===== config.mk =====
export PLATFORM = sky130hd
export DESIGN_NAME = stopwatch_ctrl_flat
export DESIGN_NICKNAME = d
export VERILOG_FILES = /design/src/rtl/stopwatch_ctrl_pkg.sv /design/src/rtl/stopwatch_ctrl_if.sv /design/src/rtl/stopwatch_ctrl_decade_cell.sv /design/src/rtl/stopwatch_ctrl.sv /design/src/flat_wrapper.sv
export SDC_FILE = /design/constraint.sdc
export NUM_CORES = 1
export LEC_CHECK = 0
export CORE_AREA = 2 2 87 89
export CTS_CLUSTER_DIAMETER = 150
export CTS_CLUSTER_SIZE = 30
export DETAILED_ROUTE_END_ITERATION = 8
export DIE_AREA = 0 0 89 91
export PLACE_DENSITY_LB_ADDON = 0.25
export SLEW_MARGIN = 20
export SYNTH_ARGS = -nofsm -noshare
export SYNTH_HDL_FRONTEND = slang
export SYNTH_HIERARCHICAL = 1
export SYNTH_SLANG_ARGS = --single-unit

===== constraint.sdc =====
create_clock -name CLOCK_50 -period 6.1 [get_ports CLOCK_50]
set_input_delay 1.525 -clock CLOCK_50 [delete_from_list [all_inputs] [get_ports CLOCK_50]]
set_output_delay 1.525 -clock CLOCK_50 [all_outputs]
set_load 0.02 [all_outputs]

===== src/rtl/stopwatch_ctrl_pkg.sv =====
// Shared types and constants for the stopwatch controller and its decade cells.
package stopwatch_ctrl_pkg;

    typedef enum logic [1:0] {
        StIdle  = 2'd0,
        StRun   = 2'd1,
        StLap   = 2'd2,
        StPause = 2'd3
    } sw_state_e;

    localparam logic [3:0] BCD_MAX  = 4'd9;
    localparam logic [3:0] BCD_ZERO = 4'd0;

    function automatic logic [3:0] bcd_inc(input logic [3:0] d);
        return (d == BCD_MAX) ? BCD_ZERO : d + 4'd1;
    endfunction

endpackage


===== src/rtl/stopwatch_ctrl_if.sv =====
// Button pulses in, display and status out; master drives buttons, slave is the controller.
interface stopwatch_ctrl_if #(
    parameter int unsigned N_DIGITS = 4
);
    logic                  start_stop;
    logic                  clear;
    logic                  lap;
    logic [4*N_DIGITS-1:0] bcd_disp;
    logic                  running;
    logic                  frozen;
    logic                  overflow;

    modport master (
        output start_stop, clear, lap,
        input  bcd_disp, running, frozen, overflow
    );

    modport slave (
        input  start_stop, clear, lap,
        output bcd_disp, running, frozen, overflow
    );
endinterface


===== src/rtl/stopwatch_ctrl_decade_cell.sv =====
// One BCD decade stage: advances on en, wraps 9->0 and raises carry_out on the wrap.
module stopwatch_ctrl_decade_cell
    import stopwatch_ctrl_pkg::*;
(
    input  logic       CLOCK_50,
    input  logic       reset,
    input  logic       clr,
    input  logic       en,
    output logic [3:0] q,
    output logic       carry_out
);

    logic [3:0] q_d;

    always_comb begin
        q_d = q;
        if (clr) begin
            q_d = BCD_ZERO;
        end else if (en) begin
            q_d = bcd_inc(q);
        end
    end

    always_ff @(posedge CLOCK_50 or posedge reset) begin
        if (reset) begin
            q <= BCD_ZERO;
        end else begin
            q <= q_d;
        end
    end

    assign carry_out = en && (q == BCD_MAX);

endmodule


===== src/rtl/stopwatch_ctrl.sv =====
// Run/pause/lap stopwatch: FSM, tick prescaler, BCD decade cascade, lap freeze and overflow flag.
module stopwatch_ctrl
    import stopwatch_ctrl_pkg::*;
#(
    parameter int unsigned TICK_DIV = 50_000_000,
    parameter int unsigned N_DIGITS = 4,
    parameter bit          SATURATE = 1'b0
) (
    input  logic             CLOCK_50,
    input  logic             reset,
    stopwatch_ctrl_if.slave  bus
);

    localparam int unsigned    PW         = (TICK_DIV > 2) ? $clog2(TICK_DIV) : 1;
    localparam logic [PW-1:0]  PRESC_LAST = PW'(TICK_DIV - 1);

    sw_state_e             state_q, state_d;
    logic [PW-1:0]         presc_q, presc_d;
    logic [4*N_DIGITS-1:0] count;
    logic [4*N_DIGITS-1:0] lap_q, lap_d;
    logic                  overflow_q, overflow_d;
    logic                  running, frozen, tick, all_nine, ovf_hit;
    logic                  count_clr, lap_capture, presc_zero;
    logic [N_DIGITS:0]     carry;

    always_ff @(posedge CLOCK_50 or posedge reset) begin
        if (reset) begin
            state_q <= StIdle;
        end else begin
            state_q <= state_d;
        end
    end

    always_comb begin
        state_d = state_q;
        case (state_q)
            StIdle:  if (!bus.clear && bus.start_stop) state_d = StRun;
            StRun:   if (bus.start_stop) state_d = StPause;
                     else if (bus.lap)   state_d = StLap;
            StLap:   if (bus.start_stop) state_d = StPause;
                     else if (bus.lap)   state_d = StRun;
            StPause: if (bus.clear)           state_d = StIdle;
                     else if (bus.start_stop) state_d = StRun;
            default: state_d = StIdle;
        endcase
    end

    always_comb begin
        running = 1'b0;
        frozen  = 1'b0;
        case (state_q)
            StRun:   running = 1'b1;
            StLap:   begin running = 1'b1; frozen = 1'b1; end
            default: ;
        endcase
    end

    assign tick        = running && (presc_q == PRESC_LAST);
    assign count_clr   = ((state_q == StIdle) || (state_q == StPause)) && bus.clear;
    assign lap_capture = (state_q == StRun) && !bus.start_stop && bus.lap;
    assign presc_zero  = count_clr || ((state_q == StIdle) && bus.start_stop);

    always_comb begin
        all_nine = 1'b1;
        for (int unsigned k = 0; k < N_DIGITS; k++) begin
            if (count[4*k +: 4] != BCD_MAX) all_nine = 1'b0;
        end
    end

    // Saturating mode blocks the tick at all-9s; wrapping mode lets the final carry signal overflow.
    assign carry[0] = tick && !(SATURATE && all_nine);
    assign ovf_hit  = SATURATE ? (tick && all_nine) : carry[N_DIGITS];

    for (genvar k = 0; k < N_DIGITS; k++) begin : g_digit
        stopwatch_ctrl_decade_cell u_cell (
            .CLOCK_50  (CLOCK_50),
            .reset     (reset),
            .clr       (count_clr),
            .en        (carry[k]),
            .q         (count[4*k +: 4]),
            .carry_out (carry[k+1])
        );
    end

    always_comb begin
        presc_d = presc_q;
        if (presc_zero || tick) begin
            presc_d = '0;
        end else if (running) begin
            presc_d = presc_q + PW'(1);
        end
    end

    assign lap_d      = lap_capture ? count : lap_q;
    assign overflow_d = count_clr ? 1'b0 : (overflow_q || ovf_hit);

    always_ff @(posedge CLOCK_50 or posedge reset) begin
        if (reset) begin
            presc_q    <= '0;
            lap_q      <= '0;
            overflow_q <= 1'b0;
        end else begin
            presc_q    <= presc_d;
            lap_q      <= lap_d;
            overflow_q <= overflow_d;
        end
    end

    assign bus.bcd_disp = frozen ? lap_q : count;
    assign bus.running  = running;
    assign bus.frozen   = frozen;
    assign bus.overflow = overflow_q;

endmodule


===== src/flat_wrapper.sv =====
// flat-port wrapper written by rule: the top's interface ports become plain ports
module stopwatch_ctrl_flat import stopwatch_ctrl_pkg::*;
#(
    parameter int unsigned TICK_DIV = 50_000_000,
    parameter int unsigned N_DIGITS = 4,
    parameter bit          SATURATE = 1'b0
)
  (CLOCK_50, reset, bus_start_stop, bus_clear, bus_lap, bus_bcd_disp, bus_running, bus_frozen, bus_overflow);
  stopwatch_ctrl_if #(.N_DIGITS(N_DIGITS)) bus_i ();
  input  logic CLOCK_50;
  input  logic reset;
  input wire logic [$bits(bus_i.start_stop)-1:0] bus_start_stop;
  input wire logic [$bits(bus_i.clear)-1:0] bus_clear;
  input wire logic [$bits(bus_i.lap)-1:0] bus_lap;
  output wire logic [$bits(bus_i.bcd_disp)-1:0] bus_bcd_disp;
  output wire logic [$bits(bus_i.running)-1:0] bus_running;
  output wire logic [$bits(bus_i.frozen)-1:0] bus_frozen;
  output wire logic [$bits(bus_i.overflow)-1:0] bus_overflow;
  assign bus_i.start_stop = bus_start_stop;
  assign bus_i.clear = bus_clear;
  assign bus_i.lap = bus_lap;
  assign bus_bcd_disp = bus_i.bcd_disp;
  assign bus_running = bus_i.running;
  assign bus_frozen = bus_i.frozen;
  assign bus_overflow = bus_i.overflow;
  stopwatch_ctrl #(.TICK_DIV(TICK_DIV), .N_DIGITS(N_DIGITS), .SATURATE(SATURATE)) u_core (.CLOCK_50(CLOCK_50), .reset(reset), .bus(bus_i));
endmodule

==> parameters.txt <==
Parameter                              Value

Status
  Status    finished clean

Synth
  Number of synthesized register bits    61
  FFs w/ async S/R, synth    100%
  Synth cell types    45
  Top cells by area in the synthesized netlist    dfrtp_1 44%, mux2_2 10%, ha_1 5.1%
  Top post-synthesis cells by count    61 x dfrtp_1, 32 x mux2_2, 26 x nand2_1
  Gate count after technology mapping    334
  Yosys top cell by area    dfrtp_1
  Portion of synthesized cell area occupied by the leading cell type    44.3%
  Net count of the mapped netlist    353
  Main flop type after synthesis    dfrtp_1
  Most numerous cell in the Yosys netlist    dfrtp_1
  Register area share after synthesis    44.3%
  Mean instance size in the synthesized netlist    10.3 um2
  Number of enable-type register cells in the synthesized netlist    0
  Netlist area before placement    3450 um2
  Warnings, synthesis    6

STA
  Setup TNS    0 ns
  Final Setup Violations    0
  Worst rel slew slack    29.9%
  Worst setup skew after layout    0.0103 ns
  Post-route minimum period    4.22 ns
  Maximum clock rate    237 MHz
  Fin. max-slew vios    0
  Final Hold Viols    0
  Worst-Margin Slew    1.05 ns
  Post-route setup slack    1.88 ns
  Final clock period utilization by the worst path    69.1%
  RSZ-0062 raised after global routing    false

Worst setup path
  Required time worst endpoint    4.58 ns
  Critical path type    flop to output port
  Critical Path Start Type    flop
  R2R Path End    u_core/g_digit[3].u_cell/q[2]
  Setup crit end    bus_bcd_disp[11]
  Highest net fanout along the worst path    20
  Startpoint of the most critical register-to-register path    u_core/state_q[0]
  Arrival time of the worst setup path    2.69 ns
  Reg2Reg Setup Slack    2.31 ns
  CP endpoint kind    output port
  Depth of the worst register-to-register path    14
  CP Launch Point    u_core/state_q[0]

Power and ir drop
  Power density cells    279 nW/um2
  Total leakage power    1.67 nW
  Maximum resistive drop on vdd    0.201 mV
  Total power    0.00110 W

CTS
  CTS tree    done
  Htree depth    3
  Cells resized by post-CTS repair    0
  Clock Root Buffer    clkbuf_8
  Number of buffers created by CTS    9
  Max clock buf depth    2
  Clk sinks    61
  Latest clock arrival within the worst-skew pair    0.34 ns
  Hold buffer count at cts    0
  Clock-pin slew of the registers on the worst-case setup and hold paths    0.07 ns
  Setup repair bufs after CTS    0

Detailed routing
  Routed length per placed instance    14.8 um
  First-iteration detailed-routing DRC count    153
  Drt total wl    6850 um
  Vias per cell    5.50
  Highest metal used    met4
  Count of unresolved DRC violations after routing    0
  Total number of vias    2,541
  Antenna-violating nets left    0
  Routed length on met1    3420 um
  Iteration count of the initial detailed-routing pass    4
  Metal2 WL    3090 um
  Met3 layer wire length in the routed design    231 um

Flow run
  Max_cap viols    0

Floorplanning
  Chip height    91 um
  Width of the die    89 um
  Core region area    7140 um2
  I/O pins    24
  Standard-cell rows    31
  Overall die area    8100 um2
  Starting Density    48.3%

Global routing
  Global-route wire length before repair    11,700 um
  Total global-route track usage    18.3%
  Overflow left after global routing    0
  Largest net degree at the start of global routing    46
  Via count of the first global-routing pass    2,526
  Initial antenna violation count    0

Placed design
  Detailed-placement wirelength estimate    4630 um
  Routability Congestion    0.815
  Number of input and output port buffers inserted    23
  Setup slack after placement    2.23 ns
  Standard cell area after detailed placement    3730 um2

Worst hold path
  Worst min path class    flop to flop

Finish
  Post-route cell area    3940 um2
  Utilization after layout    55.3%
  Combined area of the multi-input logic cells    1780 um2
  Final nets    377
  Seq. cell area    1530 um2
  Share of final-layout standard cells stronger than drive strength 1    18.2%
  Area growth from synthesis to layout    14.3%
  Number of fillers in the final layout    652
  Number of antenna repair diodes    0
## worst max-delay path: stages, from the launching register on
cell and delay, ns:
dfrtp_1 0.43, inv_1 0.12, ha_1 0.82, mux2_2 0.42
clkdlybuf4s50_1 0.54
## through the flow
step,std cells,hold slack (ns)
after floorplan,334,0.474
after global placement,446,0.482
after detailed placement,446,0.488
after CTS,462,0.505
after global routing,462,0.523
final,462,0.501
## area by class of cell
cell class                      instances  share of cell area, %
Inverter                               18                   1.74
Timing Repair Buffer                   24                   6.03
Clock buffer                           12                   4.19
Sequential cell                        61                   38.7
Clock inverter                          4                   1.14
Tap cell                               99                   3.14
Multi-Input combinational cell        244                   45.1
## worst min path at each step
stage | endpoint | start | cells after the start
finish | u_core/lap_q[6] | u_core/lap_q[6] | 1
global route | u_core/lap_q[3] | u_core/lap_q[3] | 1
CTS | u_core/lap_q[6] | u_core/lap_q[6] | 1
floorplan | u_core/lap_q[0] | u_core/lap_q[0] | 1
detailed placement | u_core/lap_q[10] | u_core/lap_q[10] | 1
global placement | u_core/lap_q[8] | u_core/lap_q[8] | 1
## placed cells by master, fill, tap and decap left out, types with 11 or more instances in the layout
cell type and instances:
nor2_1 24, clkdlybuf4s50_1 23, inv_1 17, clkbuf_8 12
ha_1 14, a21oi_1 21, mux2_2 32, nand3b_1 12
dfrtp_1 61, nand3_1 11, nand2_1 26
## cells by family after synthesis
family / share of synthesized area, %
AOI/OAI and AO/OA: 11.5
adders and majority gates: 5.08
xor gates and xnor gates: 3.81
DFF: 44.3
muxes: 10.7
buffers and inverters: 4.24
and+or+nand+nor: 20.4
## power by group
group          leakage (nW)  internal (W)  switching, W
registers             0.845      0.000424     0.0000215
logic                 0.715      0.000101      0.000179
clock network         0.112      0.000220      0.000155
total                  1.67      0.000745      0.000355
## sequential cells by signal, summed over array words and instances (netlist names)
signal                   flops
u_core/presc_q              26
u_core/g_digit.u_cell/q     16
u_core/lap_q                16
u_core/state_q               2
u_core/bus.overflow          1
## layer usage
layer	up-vias	GRT usage [%]
met5	-	0
met4	0	7.09
met3	10	4.00
met2	35	26.9
met1	1250	26.4
li1	1246	-
(Power assumes the default switching activity.)
